--- src/rtl/ccr_unit.sv ---
// Condition-code register {C,N,Z} with jump resolution and a small LIFO
// shadow stack that saves flags on interrupt entry and restores them on RTI.
module ccr_unit #(
  parameter int SHADOW_DEPTH = 2,
  parameter int CW           = $clog2(SHADOW_DEPTH + 1)
) (
  input  logic          clk,
  input  logic          rst,
  input  logic          stall,
  input  logic          alu_valid,
  input  logic [2:0]    alu_flag_we,
  input  logic [2:0]    alu_flags,
  input  logic          setc,
  input  logic          clrc,
  input  logic          jmp_resolve,
  input  logic [1:0]    jmp_cond,
  output logic          jmp_taken,
  input  logic          int_save,
  input  logic          rti_restore,
  output logic [2:0]    ccr,
  output logic [CW-1:0] shadow_count,
  output logic          shadow_full,
  output logic          shadow_empty,
  output logic          err
);
  localparam logic [CW-1:0] DEPTH_C = CW'(SHADOW_DEPTH);

  logic [2:0] shadow [SHADOW_DEPTH];
  logic [2:0] next_flags;
  logic [2:0] top_entry;

  assign shadow_full  = (shadow_count == DEPTH_C);
  assign shadow_empty = (shadow_count == '0);

  // Decision uses only the committed flags; no forwarding from this cycle.
  always_comb begin
    jmp_taken = 1'b0;
    if (jmp_resolve) begin
      case (jmp_cond)
        2'b00:   jmp_taken = 1'b1;
        2'b01:   jmp_taken = ccr[0];
        2'b10:   jmp_taken = ccr[1];
        default: jmp_taken = ccr[2];
      endcase
    end
  end

  // Normal update: jump clear, then ALU write, then clrc, then setc.
  always_comb begin
    next_flags = ccr;
    if (jmp_taken) begin
      case (jmp_cond)
        2'b01:   next_flags[0] = 1'b0;
        2'b10:   next_flags[1] = 1'b0;
        2'b11:   next_flags[2] = 1'b0;
        default: next_flags = ccr;
      endcase
    end
    if (alu_valid)
      next_flags = (next_flags & ~alu_flag_we) | (alu_flags & alu_flag_we);
    if (clrc)
      next_flags[2] = 1'b0;
    if (setc)
      next_flags[2] = 1'b1;
  end

  always_comb begin
    top_entry = 3'b000;
    for (int i = 0; i < SHADOW_DEPTH; i++)
      if (shadow_count == CW'(i + 1))
        top_entry = shadow[i];
  end

  always_ff @(posedge clk) begin
    if (rst) begin
      ccr          <= 3'b000;
      shadow_count <= '0;
      err          <= 1'b0;
      for (int i = 0; i < SHADOW_DEPTH; i++)
        shadow[i] <= 3'b000;
    end else if (!stall) begin
      if (int_save && rti_restore) begin
        err <= 1'b1;
        ccr <= next_flags;
      end else if (rti_restore) begin
        if (shadow_empty) begin
          err <= 1'b1;
          ccr <= next_flags;
        end else begin
          ccr          <= top_entry;
          shadow_count <= shadow_count - CW'(1);
        end
      end else begin
        ccr <= next_flags;
        if (int_save) begin
          if (shadow_full) begin
            err <= 1'b1;
          end else begin
            for (int i = 0; i < SHADOW_DEPTH; i++)
              if (shadow_count == CW'(i))
                shadow[i] <= ccr;
            shadow_count <= shadow_count + CW'(1);
          end
        end
      end
    end
  end
endmodule

--- config.mk ---
export PLATFORM = sky130hd
export DESIGN_NAME = ccr_unit
export DESIGN_NICKNAME = d
export VERILOG_FILES = /design/src/rtl/ccr_unit.sv
export SDC_FILE = /design/constraint.sdc
export NUM_CORES = 1
export LEC_CHECK = 0
export CORE_MARGIN = 5
export CORE_UTILIZATION = 39
export CTS_CLUSTER_SIZE = 14
export DETAILED_ROUTE_END_ITERATION = 16
export PLACE_DENSITY = 0.68
export RECOVER_POWER = 50
export SYNTH_ARGS = -nofsm -noshare
export SYNTH_HDL_FRONTEND = slang
export SYNTH_SLANG_ARGS = --single-unit
export TNS_END_PERCENT = 50
--- constraint.sdc ---
create_clock -name clk -period 2.8 [get_ports clk]
set_input_delay 0.56 -clock clk [delete_from_list [all_inputs] [get_ports clk]]
set_output_delay 0.56 -clock clk [all_outputs]
set_load 0.02 [all_outputs]
; Word-level counts from Yosys, hierarchy flattened
; Memories as Yosys holds them, arrays and structs flattened.
; Cells that the tools add are included.
; Widths: inputs -> output; s select.
[totals]
ff_bits = 6
ramBits = 6
elab_cells = 73
mem_count = 1
[op_classes]
n_addsub = 2
n_eq_ne = 8
muxes = 43
n_bitwise = 8
n_reduce_logical = 8
[memory_table]
columns = memory, words, word_bits, read_ports, rd_ports_with_merged_regs, write_ports, line
row1 = shadow, 2, 3, 2, 0, 2, 28  ; logic [2:0] shadow [SHADOW_DEPTH];
[ops]
columns = operator, count
row1 = $mux 1, 29
row2 = $mux 3, 9
row3 = $mux 2, 4
row4 = $and 3x3->3, 2
row5 = $eq 2x2->1 const B, 3
row6 = $reduce_bool 3->1, 2
row7 = $reduce_and 5->1, 1
row8 = $eq 2x1->1 const B, 2
row9 = $logic_not 2->1, 2
row10 = $ne 2x2->1 const B, 2
row11 = $reduce_and 4->1, 1
row12 = $ne 3x1->1 const B, 1
row13 = $not 3->3, 1
row14 = $or 3x3->3, 1
row15 = $pmux 1 s3, 1
row16 = $add 2x1->2 const B, 1
row17 = $not 1->1, 2
row18 = $or 1x1->1, 2
row19 = $reduce_bool 2->1, 1
row20 = $sub 2x1->2 const B, 1
row21 = $logic_and 1x1->1, 1

; Longest topological paths before layout
; Gate-level depths: netlist of the first run.
[logic_depth]
ltp_word = 12
ltp_mapped = 6

; Least setup slack after synthesis of the first run
; Ideal clock, no wire load.
[synth_timing]
kind = register -> register
from = register shadow_count[0]
to = register shadow_count[1]
setup_time_ps = 79
arrival_ps = 1792
t_required_ps = 2721
slack_ps = 928
stages_incl_launch_ff = 7
cell_sequence = dfxtp_1 -> inv_1 -> ha_1 -> or3b_1 -> a21oi_4 -> nor2_1 -> a211oi_2
[synth_between]
word_cells_on_any_way = 11
[synth_rtl]
columns = item, line
row1 = start: declaration, 21  ; output logic [CW-1:0] shadow_count,
row2 = start signal: assignment, 91  ; shadow_count <= shadow_count - CW'(1);
row3 = start signal: assignment, 102  ; shadow_count <= shadow_count + CW'(1);
row4 = $eq 2x2->1, 32  ; assign shadow_full = (shadow_count == DEPTH_C);
row5 = named net shadow_full, 22  ; output logic shadow_full,
row6 = $ne 2x2->1 (no line), n/a
row7 = $reduce_and 5->1 (no line), n/a
; The timed path passes the listed nets, and every way through them passes these cells. The select of a mux whose other input is x is not followed.
; A chain may end at the register's enable or synchronous reset.

; Worst setup path after layout of the first run
[layout_timing]
from = input port jmp_cond[0]
to = output port jmp_taken
[layout_between]
elab_chain_len = 3
word_cells_on_any_way = 5
[layout_rtl]
columns = item, line
row1 = start: declaration, 16  ; input logic [1:0] jmp_cond,
row2 = $eq 2x2->1 (tied with other cells), 39  ; case (jmp_cond)
row3 = $pmux 1 s3 (*), 39
row4 = $mux 1 (*), 38  ; if (jmp_resolve) begin
row5 = end: declaration, 17  ; output logic jmp_taken,
; Mark *: on every way between the ends. The rest lies on a longest branch, timed or not.

==> metrics.md, run 1 <==
| Metric | Value |
|---|---|
| Fin crit period | `approximately 2.6 ns` |
| CTS Buffer Depth | `2` |
| Setup TNS | `0 ns` |
| Netlist Area Pre-Place | `719.4 um^2` |
| CP max FO | `5` |
| P_sw | `between 100 and 150 uW` |
| Cts repair resizes | `0` |
| Vias per Instance | `around 5.2` |
| Most common cell in the netlist | `nand2_1` |
| # hold bufs at CTS | `0` |
| Max Cap Viol | `0` |
| Ys flop type | `edfxtp_1` |
| Final Cell Area | `1010 um^2` |
| Post-CTS Setup Inserts | `0` |
| CTS tree | `yes` |
| Share of cells above drive strength 1 | `0.04762` |
| Number of setup violations in the final report | `0` |
| Post-synth EDFFs | `6` |
| Number of I/O port buffers | `25` |
| Most frequent cells after synthesis | `nand2_1 (12), dfxtp_1 (6), edfxtp_1 (6)` |
| Via count | `676` |
| Core ar. | `approximately 1700 um^2` |
| Clock Sinks | `12` |
| Yosys top cell by area | `edfxtp_1` |
| Cells after DPL | `126` |
| Synthesis-to-finish area growth | `40.35%` |
| Final Hold Viols | `0` |
| Max Fclk | `approximately 0.39 GHz` |
| CTS Root Buffer Type | `clkbuf_4` |
| Largest cells by area after synthesis | `edfxtp_1 (25%), dfxtp_1 (17%), ha_1 (7.0%)` |
| Fin. max-slew vios | `0` |
| Average size of a mapped cell | `just over 9 um^2` |
| Final Wtd Congestion | `0.7392` |
| Share of the synthesized area in the top cell type | `0.2504` |
| WHS | `0.4621 ns` |
| Sw Share | `0.2874` |
| Detailed Place HPWL | `~1400 um` |
| CP startpoint kind | `input pin` |
| Final Util | `0.5785` |
| Arr. time, crit path | `between 2 and 2.5 ns` |
| Critical Path End Type | `primary output` |
| Initial antenna violation count | `0` |
| Initial Util | `0.4122` |
| Worst min-delay path class | `reg2reg` |
| Netlist cell types | `29` |
| Critical Path RT | `2.24 ns` |
| IO Count | `26` |
| Worst setup path class | `in2out` |
| DR iter-0 viols | `7` |
| Ys async rst share | `0` |
| Row cnt | `15` |
| Die H | `~53 um` |
| DR WL/cell | `around 13 um` |
| Drt pass-1 iters | `2` |
| Crit share post-route | `0.9214` |
| Worst slew margin | `0.7593` |
| Total grt overflow | `0` |
| Clock Skew | `~0.0011 ns` |
| Post-route ant nets | `0` |
| Sequential-to-total area share from yosys stat | `0.4174` |
| Htree depth | `1` |
| Power Density | `423.8 nW/um^2` |
| All-Layer GR Usage | `0.1476` |
| # DRC | `0` |
| Share of total power in sequential cells | `0.472` |
| Finished Layout Cells | `130` |
| Unrepaired setup endpoints after global routing | `no` |
| Routed WL | `1702 um` |
| Worst Tran Pin Value | `between 0.3 and 0.4 ns` |
| Comb power frac | `0.270` |
| DIE AREA | `2804 um^2` |
| Clock power frac | `0.258` |
| Total CTS buffers | `3` |
| Clk Latency, worst-skew pair | `about 0.27 ns` |
| Power Internal | `304.9 uW` |
| Largest net degree at the start of global routing | `11` |
| Vias in the first global route | `a little under 700` |
| Cell leakage power | `roughly 0.00037 uW` |
| Syn_nets | `between 90 and 100` |
| Status | `complete, no violations` |
| Cell count after synthesis | `77` |
| ANT cells | `0` |
| DIE WIDTH | `roughly 53 um` |
| First-pass GRT wire length | `just over 3000 um` |
| Warnings from Yosys | `0` |
| Yosys reg bits | `12` |
| Worst VDD drop | `roughly 0.3 mV` |
| Placed inst area | `between 900 and 1000 um^2` |
| Final nets | `127` |
| Clock transition at path regs | `~0.080 ns` |
[final timing paths]
kind	start	end	slack (ns)	depth (start not counted)
worst min register to register	err$_SDFFE_PP0P_	err$_SDFFE_PP0P_	0.46	2
worst max-delay path	jmp_cond[0]	jmp_taken	0.22	5
worst min-delay path	err$_SDFFE_PP0P_	err$_SDFFE_PP0P_	0.46	2
worst max register to register	shadow_count[0]$_SDFFE_PP0P_	shadow_count[1]$_SDFFE_PP0P_	0.89	6
[placed cells by master, fill, tap and decap left out]
cell	Yosys	routed
clkdlybuf4s50_1	0	21
nand2_1	12	12
a21oi_1	5	6
dfxtp_1	6	6
edfxtp_1	6	6
o21ai_0	5	5
nor2_1	5	5
ha_1	4	4
dlygate4sd3_1	0	4
inv_1	3	3
and2_1	3	3
nand3_1	3	3
o32ai_1	3	3
clkbuf_4	0	3
nor3b_1	2	2
a21o_1	2	2
or3b_1	1	2
xnor2_1	2	2
and3_1	2	2
mux2i_1	1	1
nand2b_1	1	1
nand4_1	1	1
a41oi_1	1	1
nor3b_2	1	1
or2_1	1	1
a211oi_2	1	1
nand3b_1	1	1
a31oi_1	1	1
o211ai_1	1	1
clkinv_1	0	1
[worst max-delay path, stage by stage]
cell	delay [ns]
clkdlybuf4s50_1	0.53
nand2b_1	0.12
o21ai_0	0.07
a21oi_1	0.12
clkdlybuf4s50_1	0.62
[power groups by stage]
stage                     Clock (uW)  Combinational [uW]  Sequential, uW
after global placement             0                 119             206
after CTS                        112                 121             202
final                            110                 116             202
after global routing             130                 127             204
after detailed placement           0                 121             206
after floorplan                    0                54.6             212
[final cells by class]
type	count	area (um^2)
timing repair buffer	25	250.2
clock buffer	3	22.52
clock inverter	1	3.754
tap	25	31.28
sequential	12	300.3
multi-input combinational	61	390.4
fill	170	735.7
inverter	3	11.26
[logic make-up after synthesis]
logic type                 after synthesis  share of synthesized area
muxes                                    1                    0.01391
AOI/OAI and AO/OA                       20                     0.1983
xor gates and xnor gates                 2                    0.02435
adders and majority gates                4                    0.06957
DFF                                     12                     0.4174
buffers and inverters                    4                    0.02086
and+or+nand+nor                         34                     0.2557
[metrics by stage]
| stage | worst slack (ns) | total power, uW |
|---|---|---|
| floorplan | 0.9284 | 266.7 |
| global placement | 0.2569 | 324.6 |
| detailed placement | 0.2312 | 326.8 |
| CTS | 0.2133 | 435.0 |
| global route | 0.1120 | 460.7 |
| finish | 0.2202 | 427.9 |
[sequential cells by signal, summed over array words and instances (netlist names)]
| signal | flops |
|---|---|
| ccr | 3 |
| shadow | 6 |
| shadow_count | 2 |
| err | 1 |
[per-layer routing]
layer | global-route usage | wire length [um]
met5 | 0 | 0
met1 | 0.1781 | 774
met4 | 0.06383 | 20
met2 | 0.2417 | 785
met3 | 0.04225 | 122
Power figures use the tool's default switching activity.
==> run 2: changes to the inputs <==
- CORE_MARGIN: 5 -> 3
==> run 2 against run 1 <==
Effect of this change:
- register-to-register slack gained 0.04 ns
- critical path depth did not move
- final area shrank 0.12%
- largest power group unchanged
- sequential power is essentially flat
- flip-flop and latch count unchanged
- utilization grew 4.7 points
==> metrics.md, run 2 (same netlist as run 1, synthesis figures left out) <==
| Metric | Value |
|---|---|
| DR iter-0 viols | `16 (+9)` |
| Most common cell after layout, fill and taps aside | `clkdlybuf4s50_1` |
| Clock power frac | `0.261 (+0.003)` |
| Core ar. | `1612 um^2 (-7.7%)` |
| # DRC | `0 (unchanged)` |
| Worst setup path class | `in2out` |
| Final Wtd Congestion | `0.7391 (about the same)` |
| Number of setup violations in the final report | `0 (unchanged)` |
| Clk Latency, worst-skew pair | `0.28 ns (about the same)` |
| Post-CTS Setup Inserts | `0 (unchanged)` |
| Detailed Place HPWL | `1348 um (-1.4%)` |
| Top cell by count, worst path | `clkdlybuf4s50_1` |
| Drt pass-1 iters | `4 (+2)` |
| Critical Path Max Stage Delay | `0.62 ns (about the same)` |
| Clock transition at path regs | `0.08 ns (about the same)` |
| Total CTS buffers | `3 (unchanged)` |
| Number of buffer and inverter stages on the critical path | `2 (unchanged)` |
| Initial antenna violation count | `0 (unchanged)` |
| Max Fclk | `0.3888 GHz (+0.30%)` |
| Largest register FFs | `6 (unchanged)` |
| Share of cells above drive strength 1 | `0.04762 (unchanged)` |
| Power Density | `425.7 nW/um^2 (+0.44%)` |
| Vias in the first global route | `691 (+0.29%)` |
| Share of total power in sequential cells | `0.470 (-0.002)` |
| WHS | `0.4673 ns (+0.005267 ns)` |
| Routed WL | `1638 um (-3.8%)` |
| Delay-heaviest family, CP | `buffers and inverters` |
| DIE WIDTH | `48.95 um (-7.6%)` |
| CP max FO | `5 (unchanged)` |
| Die H | `48.95 um (-7.6%)` |
| # hold bufs at CTS | `0 (unchanged)` |
| Crit share post-route | `0.9186 (-0.002736)` |
| Synthesis-to-finish area growth | `40.17%` |
| Fin. max-slew vios | `0 (unchanged)` |
| Unrepaired setup endpoints after global routing | `no` |
| All-Layer GR Usage | `0.1592 (+0.01153)` |
| Number of I/O port buffers | `25 (unchanged)` |
| Vias per Instance | `5.124 (-1.5%)` |
| Worst min-delay path class | `reg2reg` |
| Final Hold Viols | `0 (unchanged)` |
| Comb power frac | `0.270 (about the same)` |
| Arr. time, crit path | `2.01 ns (about the same)` |
| Sw Share | `0.2886 (+0.001181)` |
| Htree depth | `1 (unchanged)` |
| Fin worst setup slack | `0.2279 ns (+0.007660 ns)` |
| Fin crit period | `2.572 ns (-0.007660 ns)` |
| Cts repair resizes | `0 (unchanged)` |
| Biggest regs | `shadow x6, ccr x3, shadow_count x2` |
| Most used cells in the layout excluding fill and tap cells | `clkdlybuf4s50_1 (22), nand2_1 (12), a21oi_1 (6), dfxtp_1 (6), edfxtp_1 (6)` |
| Clock Skew | `0.001257 ns (+0.0001104 ns)` |
| DR WL/cell | `12.70 um (-3.0%)` |
| IO Count | `26 (unchanged)` |
| Critical Path End Type | `primary output` |
| CTS Buffer Depth | `2 (unchanged)` |
| Status | `complete, no violations` |
| P_sw | `123.9 uW (+0.73%)` |
| Total grt overflow | `0 (unchanged)` |
| Pre-CTS WS | `0.2300 ns (-0.001177 ns)` |
| First-pass GRT wire length | `2925 um (-3.8%)` |
| Setup TNS | `0 ns (unchanged)` |
| Row cnt | `14 (-1)` |
| Worst slew margin | `0.7518 (-0.007466)` |
| Critical-path top delay cell | `clkdlybuf4s50_1` |
| CTS tree | `yes` |
| Final nets | `127 (unchanged)` |
| Via count | `661 (-2.2%)` |
| Post-route ant nets | `0 (unchanged)` |
| Largest net degree at the start of global routing | `11 (unchanged)` |
| Initial Util | `0.4464 (+0.03424)` |
| Biggest register | `shadow` |
| Critical Path RT | `2.24 ns (about the same)` |
| CP startpoint kind | `input pin` |
| Worst VDD drop | `0.2358 mV (-19%)` |
| Cell chain of the critical path | `clkdlybuf4s50_1 > nand2b_1 > o21ai_0 > a21oi_1 > clkdlybuf4s50_1` |
| DIE AREA | `2396 um^2 (-15%)` |
| ANT cells | `0 (unchanged)` |
| CTS Root Buffer Type | `clkbuf_4` |
| Clock Sinks | `12 (unchanged)` |
| Cell leakage power | `0.0003742 uW (about the same)` |
| Max Cap Viol | `0 (unchanged)` |
| Power Internal | `305.4 uW (+0.15%)` |
| Worst Tran Pin Value | `0.3711 ns (+0.01116 ns)` |
## run 2: worst reg2reg max path, cell delays in order, from the launching register on
cell	delay, ns
dfxtp_1	0.40
inv_1	0.10
ha_1	0.26
or3b_1	0.45
a21oi_1	0.30
nor2_1	0.09
a211oi_2	0.19
## run 2: metal layers
layer	global-route usage	share of wire	vias up	wire [um]
li1	-	-	342	-
met1	0.1847	0.44	292	716
met2	0.2579	0.47	22	773
met3	0.02446	0.055	5	90
met4	0.1280	0.035	0	58
met5	0	0	-	0
## run 2: per-stage QoR
stage / area, um^2 / total power (uW) / utilization / instances
after floorplan: 719.4 / 266.7 / - / 77
after global placement: 996.0 / 324.9 / 0.6180 / 125
after detailed placement: 996.0 / 326.9 / 0.6180 / 125
after CTS: 1022 / 439.5 / 0.6343 / 129
after global routing: 1008 / 457.0 / 0.6258 / 129
final: 1008 / 429.3 / 0.6258 / 129
## run 2: final cells by class
type	count	area (um^2)
fill	150	603.1
clock buffer	3	22.52
sequential	12	300.3
inverter	3	11.26
multi-input combinational	61	390.4
timing repair buffer	25	250.2
tap	24	30.03
clock inverter	1	3.754
## run 2: power by group through the flow
| stage | sequential, uW | combinational (uW) | clock [uW] |
|---|---|---|---|
| floorplan | 212 | 54.6 | 0 |
| global placement | 206 | 119 | 0 |
| detailed placement | 206 | 121 | 0 |
| CTS | 202 | 121 | 116 |
| global route | 204 | 126 | 127 |
| finish | 202 | 116 | 112 |
## run 2: path summary, 6_finish.rpt
check	startpoint	to	slack, ns	cells past startpoint
hold reg to reg	err$_SDFFE_PP0P_	err$_SDFFE_PP0P_	0.47	2
setup / recovery	jmp_cond[0]	jmp_taken	0.23	5
setup reg to reg	shadow_count[0]$_SDFFE_PP0P_	shadow_count[1]$_SDFFE_PP0P_	0.93	6
hold / removal	err$_SDFFE_PP0P_	err$_SDFFE_PP0P_	0.47	2
